### config.mk
export PLATFORM = sky130hd
export DESIGN_NAME = adc_pipe_corrector
export DESIGN_NICKNAME = d
export VERILOG_FILES = /design/src/rtl/adc_pipe_corrector.sv
export SDC_FILE = /design/constraint.sdc
export NUM_CORES = 1
export LEC_CHECK = 0
export BUFFER_PORTS_ARGS = -buffer_cell sky130_fd_sc_hd__buf_4
export CAP_MARGIN = 20
export CORE_MARGIN = 3
export CORE_UTILIZATION = 36
export CTS_BUF_LIST = sky130_fd_sc_hd__clkbuf_8
export DETAILED_ROUTE_END_ITERATION = 10
export PLACE_DENSITY = 0.67
export SYNTH_ARGS = -nofsm -noshare
export SYNTH_HDL_FRONTEND = slang
export SYNTH_SLANG_ARGS = --single-unit
export TNS_END_PERCENT = 20
### constraint.sdc
create_clock -name clock_i -period 1.5 [get_ports clock_i]
set_input_delay 0.075 -clock clock_i [delete_from_list [all_inputs] [get_ports clock_i]]
set_output_delay 0.075 -clock clock_i [all_outputs]
set_load 0.01 [all_outputs]
### src/rtl/adc_pipe_corrector.sv
// Digital-correction back end for a pipelined ADC: time-aligns per-stage codes, sums them with
// redundancy weights, saturates and counts clipped samples. Optional macro: ADC_PIPE_CORR_OFFSET_EN.
module adc_pipe_corrector #(
  parameter int NUM_STAGES     = 2,
  parameter int BITS_PER_STAGE = 2,
  parameter int REDUNDANCY     = 1,
  parameter int BITS_LAST      = 1,
  parameter int CNT_W          = 8,
  localparam int NUM_BITS      = NUM_STAGES*(BITS_PER_STAGE-REDUNDANCY)+BITS_LAST
) (
  input  logic                                 clock_i,
  input  logic                                 reset_i,
  input  logic                                 valid_i,
  input  logic [NUM_STAGES*BITS_PER_STAGE-1:0] d_stage_i,
  input  logic [BITS_LAST-1:0]                 d_last_stage_i,
  input  logic                                 clr_cnt_i,
`ifdef ADC_PIPE_CORR_OFFSET_EN
  input  logic signed [NUM_BITS:0]             offset_i,
`endif
  output logic [NUM_BITS-1:0]                  d_o,
  output logic                                 valid_o,
  output logic                                 sat_o,
  output logic [CNT_W-1:0]                     sat_cnt_o
);

  localparam int IW = NUM_BITS + 1;
  localparam int SW = NUM_BITS + 2;
  localparam logic [CNT_W-1:0] CNT_MAX = '1;

  function automatic int shift_of(input int k);
    return (NUM_STAGES-1-k)*(BITS_PER_STAGE-REDUNDANCY) + BITS_LAST - REDUNDANCY;
  endfunction

  function automatic logic [IW-1:0] weigh(input logic [BITS_PER_STAGE-1:0] code, input int k);
    return IW'(code) << shift_of(k);
  endfunction

  // Result packing: {clipped, value}.
`ifdef ADC_PIPE_CORR_OFFSET_EN
  function automatic logic [NUM_BITS:0] saturate(input logic signed [SW-1:0] s);
    if (s < 0)
      return {1'b1, {NUM_BITS{1'b0}}};
    else if (s[NUM_BITS])
      return {1'b1, {NUM_BITS{1'b1}}};
    else
      return {1'b0, s[NUM_BITS-1:0]};
  endfunction
`else
  function automatic logic [NUM_BITS:0] saturate(input logic [IW-1:0] s);
    if (s[NUM_BITS])
      return {1'b1, {NUM_BITS{1'b1}}};
    else
      return {1'b0, s[NUM_BITS-1:0]};
  endfunction
`endif

  logic [IW-1:0]         wcode [NUM_STAGES];
  logic [IW-1:0]         sum_p [NUM_STAGES];
  logic [NUM_STAGES-1:0] vld_p;
  logic [NUM_BITS:0]     sat_res;

  always_comb begin
    for (int k = 0; k < NUM_STAGES; k++)
      wcode[k] = weigh(d_stage_i[k*BITS_PER_STAGE +: BITS_PER_STAGE], k);
  end

  // Stage boundaries p0..p(NUM_STAGES-1): each stage folds in its own code one cycle later.
  always_ff @(posedge clock_i) begin
    if (reset_i) begin
      vld_p <= '0;
      for (int k = 0; k < NUM_STAGES; k++)
        sum_p[k] <= '0;
    end else begin
      vld_p[0] <= valid_i;
      if (valid_i)
        sum_p[0] <= wcode[0];
      for (int k = 1; k < NUM_STAGES; k++) begin
        vld_p[k] <= vld_p[k-1];
        if (vld_p[k-1])
          sum_p[k] <= sum_p[k-1] + wcode[k];
      end
    end
  end

`ifdef ADC_PIPE_CORR_OFFSET_EN
  logic signed [SW-1:0] sum_fin;
  assign sum_fin = $signed({1'b0, sum_p[NUM_STAGES-1]}) + $signed(SW'(d_last_stage_i))
                 + SW'(offset_i);
`else
  logic [IW-1:0] sum_fin;
  assign sum_fin = sum_p[NUM_STAGES-1] + IW'(d_last_stage_i);
`endif

  assign sat_res = saturate(sum_fin);

  // Output boundary: final flash code added, result clipped and counted.
  always_ff @(posedge clock_i) begin
    if (reset_i) begin
      valid_o   <= 1'b0;
      d_o       <= '0;
      sat_o     <= 1'b0;
      sat_cnt_o <= '0;
    end else begin
      valid_o <= vld_p[NUM_STAGES-1];
      if (vld_p[NUM_STAGES-1]) begin
        sat_o <= sat_res[NUM_BITS];
        d_o   <= sat_res[NUM_BITS-1:0];
      end
      if (clr_cnt_i)
        sat_cnt_o <= '0;
      else if (vld_p[NUM_STAGES-1] && sat_res[NUM_BITS] && sat_cnt_o != CNT_MAX)
        sat_cnt_o <= sat_cnt_o + 1'b1;
    end
  end

endmodule
==> impl_metrics.ini, run 1 <==
[outcome]
status = finished, violations left
violations = setup timing

[clocking]
clockBufferDepth = 2
path_clk_slew_ns = 0.07
ctsHoldBuffers = 0
insertion_delay_ns = 0.26
h-tree-depth = 1
cts_buffers = 3
cts_sinks = 21
cts-root-buf = clkbuf_8
cts_tree = yes

[detailed_routing]
drtIter0Drc = 24
route.vias.total = 811
drt-total-wl_um = 2064
wl_per_cell_um = 12.66
drtPass1Iterations = 4
avgViaCountPerCell = 4.975
antenna_left = 0
drc = 0

[hold_path]
hold_path.class = in2reg
min_delay_path_depth = 2
hold_start = valid_i
hold_path_end = vld_p[0]

[sta]
fin_crit_sh_pct = 110.5
clock_skew_ns = 0.0008686
worstMarginPinSlew_ns = 0.4462
slew_violations = 0
hold_ws_ns = 0.03928
rsz0062_at_grt = yes
finalWorstSetupSlack_ns = -0.1579
slew_headroom_pct = 70.03
setup_violations = 7
fin_tns_setup_ns = -0.7672
fmax_mhz = 603.2
report.final.hold_viol_count = 0
min_period_ns = 1.658

[floorplan]
start_util_pct = 38.54
die_h_um = 58.20
design.core.area_mm2 = 0.002545
core.rowCount = 18
die_w_um = 58.20
ios = 22
die_area_mm2 = 0.003387

[finish]
instances_no_fill = 163
final_core_util_pct = 52.75
nets = 148
antenna_cells = 0
fillCellCount = 236
post-route-cell-area_mm2 = 0.001343
drive_above_1_share_pct = 36.09
area_delta_synth_final_pct = 36.86

[placement]
hpwlAfterDp_um = 1533
place_congestion = 0.9021
placed_cells = 157
place_area_mm2 = 0.001262
io_buffers = 21
dp_slack_ns = -0.2134

[setup_path]
crit_chain = ha_2 > and3_4 > mux2i_1 > buf_4 > or4_1 > a21oi_1
r2r_setup_slack_ns = -0.16
crit_path_end_kind = register
worstPathMaxFanout = 5
arrival_ns = 1.86
crit_required_ns = 1.70
start_kind = register
critical_path_class = reg2reg
worstReg2RegEnd = sat_cnt_o[7]
r2r_cells = 6
slowest_delay_ns = 0.49
r2r_start = sum_p[0][4]
critPathSlowestCell = or4_1

[global_route]
antenna_found_initial = 0
grt_pass1_vias = 834
grt_overflow_total = 0
grt_first_pass_wirelength_um = 3415
grt_usage_pct = 13.24
grt_max_degree = 14

[pwr]
power_mw = 1.097
power.density_mw_per_mm2 = 816.8
leakage_nw = 0.5389
peakVddDrop_mv = 0.5272

[flow_run]
maxCapViolations = 0

[yosys]
yosysWarnings = 0
synth_nets = 113
avgSynthCellArea_um2 = 9.908
seq_area_frac_synth_pct = 48.98
synthCells = 99
synth_seq_cells = 21
synthDistinctLibCells = 34
synth_area_um2 = 980.9
==> registers in the layout, summed over array words and instances (netlist names) <==
name       count
d_o            3
sat_cnt_o      8
sat_o          1
sum_p          6
valid_o        1
vld_p          2
==> layer usage <==
| metal | up-vias | GRT usage (%) | wire, um |
|---|---|---|---|
| met3 | 2 | 2.895 | 60 |
| met5 | - | 0 | 0 |
| met1 | 367 | 14.60 | 895 |
| li1 | 422 | - | - |
| met4 | 0 | 5.960 | 27 |
| met2 | 20 | 24.03 | 1080 |
==> power breakdown <==
part | total, mW | switching (mW) | leakage, nW | internal [mW]
Clock | 0.371 | 0.188 | 0.0269 | 0.183
Sequential | 0.615 | 0.0101 | 0.186 | 0.605
Combinational | 0.111 | 0.0478 | 0.326 | 0.0629
==> cells in the mapped netlist (all sizes together) <==
library cell	n	share of area [%]
dfxtp	15	31
nor2	10	3.8
a21oi	7	3.6
and2	7	4.5
edfxtp	6	18
nand2	6	2.3
ha	5	6.4
buf	3	1.7
nor2b	3	1.9
nor3	3	1.5
o21ai	3	1.5
o31ai	3	2.3
or2	3	1.9
or3	3	1.9
and3	2	1.8
mux2i	2	2.0
nand4	2	1.3
o21a	2	1.5
or4	2	1.5
xnor2	2	1.8
a311oi	1	0.89
and2b	1	0.77
clkbuf	1	0.38
inv	1	0.38
mux2	1	1.1
nand2b	1	0.64
nand3	1	0.51
nor3b	1	0.77
nor4b	1	1.5
o211ai	1	0.77
==> what timing repair did <==
action / 4_1_cts / 5_1_grt
endpoints found under the setup margin: 7 / 10
pin swaps: 9 / 3
resized for setup: 4 / 1
buffers inserted: 1 / 1
==> critical path: cells and delay by family (launching register included) <==
family / cells / cell delay, ns
adder cells (fa/ha/maj): 1 / 0.18
multiplexers: 1 / 0.11
AND/OR/NAND/NOR: 2 / 0.64
flip-flops: 1 / 0.37
AO/OA/AOI/OAI: 1 / 0.13
buffers and inverters: 1 / 0.16
==> area by class of cell <==
cell class | instances | area [um2] | area share, %
Clock buffer | 3 | 41.29 | 3.075
Clock inverter | 1 | 3.754 | 0.2796
Inverter | 1 | 3.754 | 0.2796
Multi-Input combinational cell | 73 | 504.2 | 37.56
Sequential cell | 21 | 480.5 | 35.79
Tap cell | 30 | 37.54 | 2.796
Timing Repair Buffer | 34 | 271.5 | 20.22
==> cell families after synthesis <==
logic type      Yosys count  synth area share (%)
buf+inv                   5                 2.422
simple gates             46                 26.66
compound gates           17                 10.59
fa+ha+maj                 5                 6.378
xor+xnor                  2                 1.786
flops                    21                 48.98
mux                       3                 3.189
==> cell usage in the layout, fill, tap and decap left out, types with 2 or more instances in the layout <==
master,n
a21oi_1,5
a21oi_2,2
and2_1,7
buf_4,32
clkbuf_8,3
dfxtp_1,15
edfxtp_1,6
ha_1,4
inv_1,2
mux2i_1,2
nand2_1,6
nand4_1,2
nor2_1,10
nor2b_1,3
nor3_1,2
o21a_1,2
o21ai_0,2
o31ai_1,3
or2_2,3
or3_1,3
xnor2_1,2
==> worst max path at each step <==
stage	startpoint	end	depth (start not counted)
5_1_grt	sum_p[0][4]	sat_cnt_o[5]	6
6_report	sum_p[0][4]	sat_cnt_o[7]	6
3_3_place_gp	sum_p[0][4]	sat_cnt_o[5]	6
2_1_floorplan	sum_p[0][4]	sat_cnt_o[0]	6
4_1_cts	sum_p[0][4]	sat_cnt_o[7]	6
3_5_place_dp	sum_p[0][4]	sat_cnt_o[5]	6
No activity file was read; power rests on OpenSTA's default activity.
==> inputs of run 2 (changes only) <==
--- a/config.mk
+++ b/config.mk
@@ -8,10 +8,10 @@
 export BUFFER_PORTS_ARGS = -buffer_cell sky130_fd_sc_hd__buf_4
 export CAP_MARGIN = 20
 export CORE_MARGIN = 3
-export CORE_UTILIZATION = 36
+export CORE_UTILIZATION = 54
 export CTS_BUF_LIST = sky130_fd_sc_hd__clkbuf_8
 export DETAILED_ROUTE_END_ITERATION = 10
-export PLACE_DENSITY = 0.67
+export PLACE_DENSITY = 0.88
 export SYNTH_ARGS = -nofsm -noshare
 export SYNTH_HDL_FRONTEND = slang
 export SYNTH_SLANG_ARGS = --single-unit
==> constraint.sdc (replaced) <==
create_clock -name clock_i -period 1.9 [get_ports clock_i]
set_input_delay 0.095 -clock clock_i [delete_from_list [all_inputs] [get_ports clock_i]]
set_output_delay 0.095 -clock clock_i [all_outputs]
set_load 0.01 [all_outputs]
==> impl_metrics.ini, run 2 (synthesis gave the netlist of run 1 again) <==
[setup_path]
critPathBufInv = 0
critPathSlowestCell = or4_1
start_kind = register
slowest_delay_ns = 0.53
crit_required_ns = 2.09
critical_path_class = reg2reg
arrival_ns = 1.93
worstPathMaxFanout = 13
crit_chain = ha_1 > and3_4 > mux2i_4 > or4_1 > a21oi_1
path_delay_family = simple AND/OR/NAND/NOR gates
crit_path_end_kind = register

[hold_path]
hold_path.class = in2reg

[detailed_routing]
drtPass1Iterations = 4
wl_per_cell_um = 12.20
drtIter0Drc = 12
antenna_left = 0
route.vias.total = 793
drt-total-wl_um = 1769
drc = 0
avgViaCountPerCell = 5.469

[sta]
slew_violations = 0
setup_violations = 0
clock_skew_ns = 0.0003920
report.final.hold_viol_count = 0
rsz0062_at_grt = no
min_period_ns = 1.736
finalWorstSetupSlack_ns = 0.1641
hold_ws_ns = 0.07006
fmax_mhz = 576.1
fin_crit_sh_pct = 91.36
slew_headroom_pct = 72.33
fin_tns_setup_ns = 0
worstMarginPinSlew_ns = 0.4120

[placement]
io_buffers = 21
place_congestion = 0.7966
dp_slack_ns = 0.04665
placed_cells = 141
hpwlAfterDp_um = 1312

[global_route]
grt_max_degree = 14
grt_overflow_total = 0
grt_usage_pct = 16.68
antenna_found_initial = 0
grt_first_pass_wirelength_um = 3132
grt_pass1_vias = 760

[clocking]
cts_sinks = 21
clockBufferDepth = 2
h-tree-depth = 1
post-cts-setup-buffers = 0
cts_tree = yes
path_clk_slew_ns = 0.07
insertion_delay_ns = 0.26
cts-root-buf = clkbuf_8
cts_buffers = 3

[floorplan]
die_area_mm2 = 0.002364
die_h_um = 48.62
die_w_um = 48.62
core.rowCount = 14
start_util_pct = 60.87
ios = 22
design.core.area_mm2 = 0.001612

[pwr]
switchingPower_uw = 182.8
power.internal_uw = 662.1
leakage_nw = 0.4738
pwr-share-clk_pct = 34.0
swShare_pct = 21.63
power.share.sequential_pct = 57.6
power.density_mw_per_mm2 = 695.4
peakVddDrop_mv = 0.4624
p_comb_share_pct = 8.4

[finish]
area_delta_synth_final_pct = 23.85
final_cell_mix = 22 x buf_4, 15 x dfxtp_1, 10 x nor2_1, 7 x and2_1, 7 x a21oi_1
drive_above_1_share_pct = 27.27
largest_register_ffs = 8
nets = 136
instances_no_fill = 145
reg.largest.list = sat_cnt_o: 8 flops, sum_p: 6 flops, d_o: 3 flops
top_register = sat_cnt_o
antenna_cells = 0
final_common_cell = buf_4

[flow_run]
maxCapViolations = 0

[outcome]
status = finished, final reports clean
-- run 2: layer usage --
| layer | routed length, um | track usage [%] | vias to the layer above |
|---|---|---|---|
| met3 | 126 | 2.761 | 7 |
| met2 | 803 | 24.89 | 32 |
| met5 | 0 | 0 | - |
| met4 | 78 | 13.27 | 0 |
| met1 | 761 | 21.15 | 358 |
| li1 | - | - | 396 |
-- run 2: area by class of cell --
class / instances / area [um2]
Clock buffer: 3 / 41.29
Inverter: 1 / 3.754
Fill cell: 121 / 396.6
Tap cell: 24 / 30.03
Timing Repair Buffer: 22 / 165.2
Clock inverter: 1 / 5.005
Multi-Input combinational cell: 73 / 489.2
Sequential cell: 21 / 480.5
-- run 2: final timing paths --
| kind | start | end | slack [ns] | depth (start not counted) |
|---|---|---|---|---|
| min reg2reg | sat_o | sat_o | 0.47 | 2 |
| max reg2reg | sum_p[0][4] | sat_cnt_o[7] | 0.16 | 5 |
| min | valid_i | vld_p[0] | 0.07 | 2 |
| max | sum_p[0][4] | sat_cnt_o[7] | 0.16 | 5 |
-- run 2: power groups by stage --
stage               sequential [mW]  combinational (mW)  clock [mW]
finish                        0.486              0.0709       0.288
global route                  0.489              0.0805       0.317
CTS                           0.487              0.0707       0.295
detailed placement            0.497              0.0694           0
global placement              0.496              0.0671           0
floorplan                     0.497              0.0393           0
-- run 2: through the flow --
stage	utilization (%)	cell area [um2]	total power, mW
finish	75.39	1215	0.8449
detailed placement	71.74	1156	0.5664
floorplan	-	980.9	0.5363
CTS	74.61	1202	0.8518
global placement	71.74	1156	0.5626
global route	75.39	1215	0.8857
-- run 2: repair_timing --
action | CTS | global route
hold buffers | 0 | 0
setup endpoints to repair | 0 | 8
gates resized for setup | 0 | 2
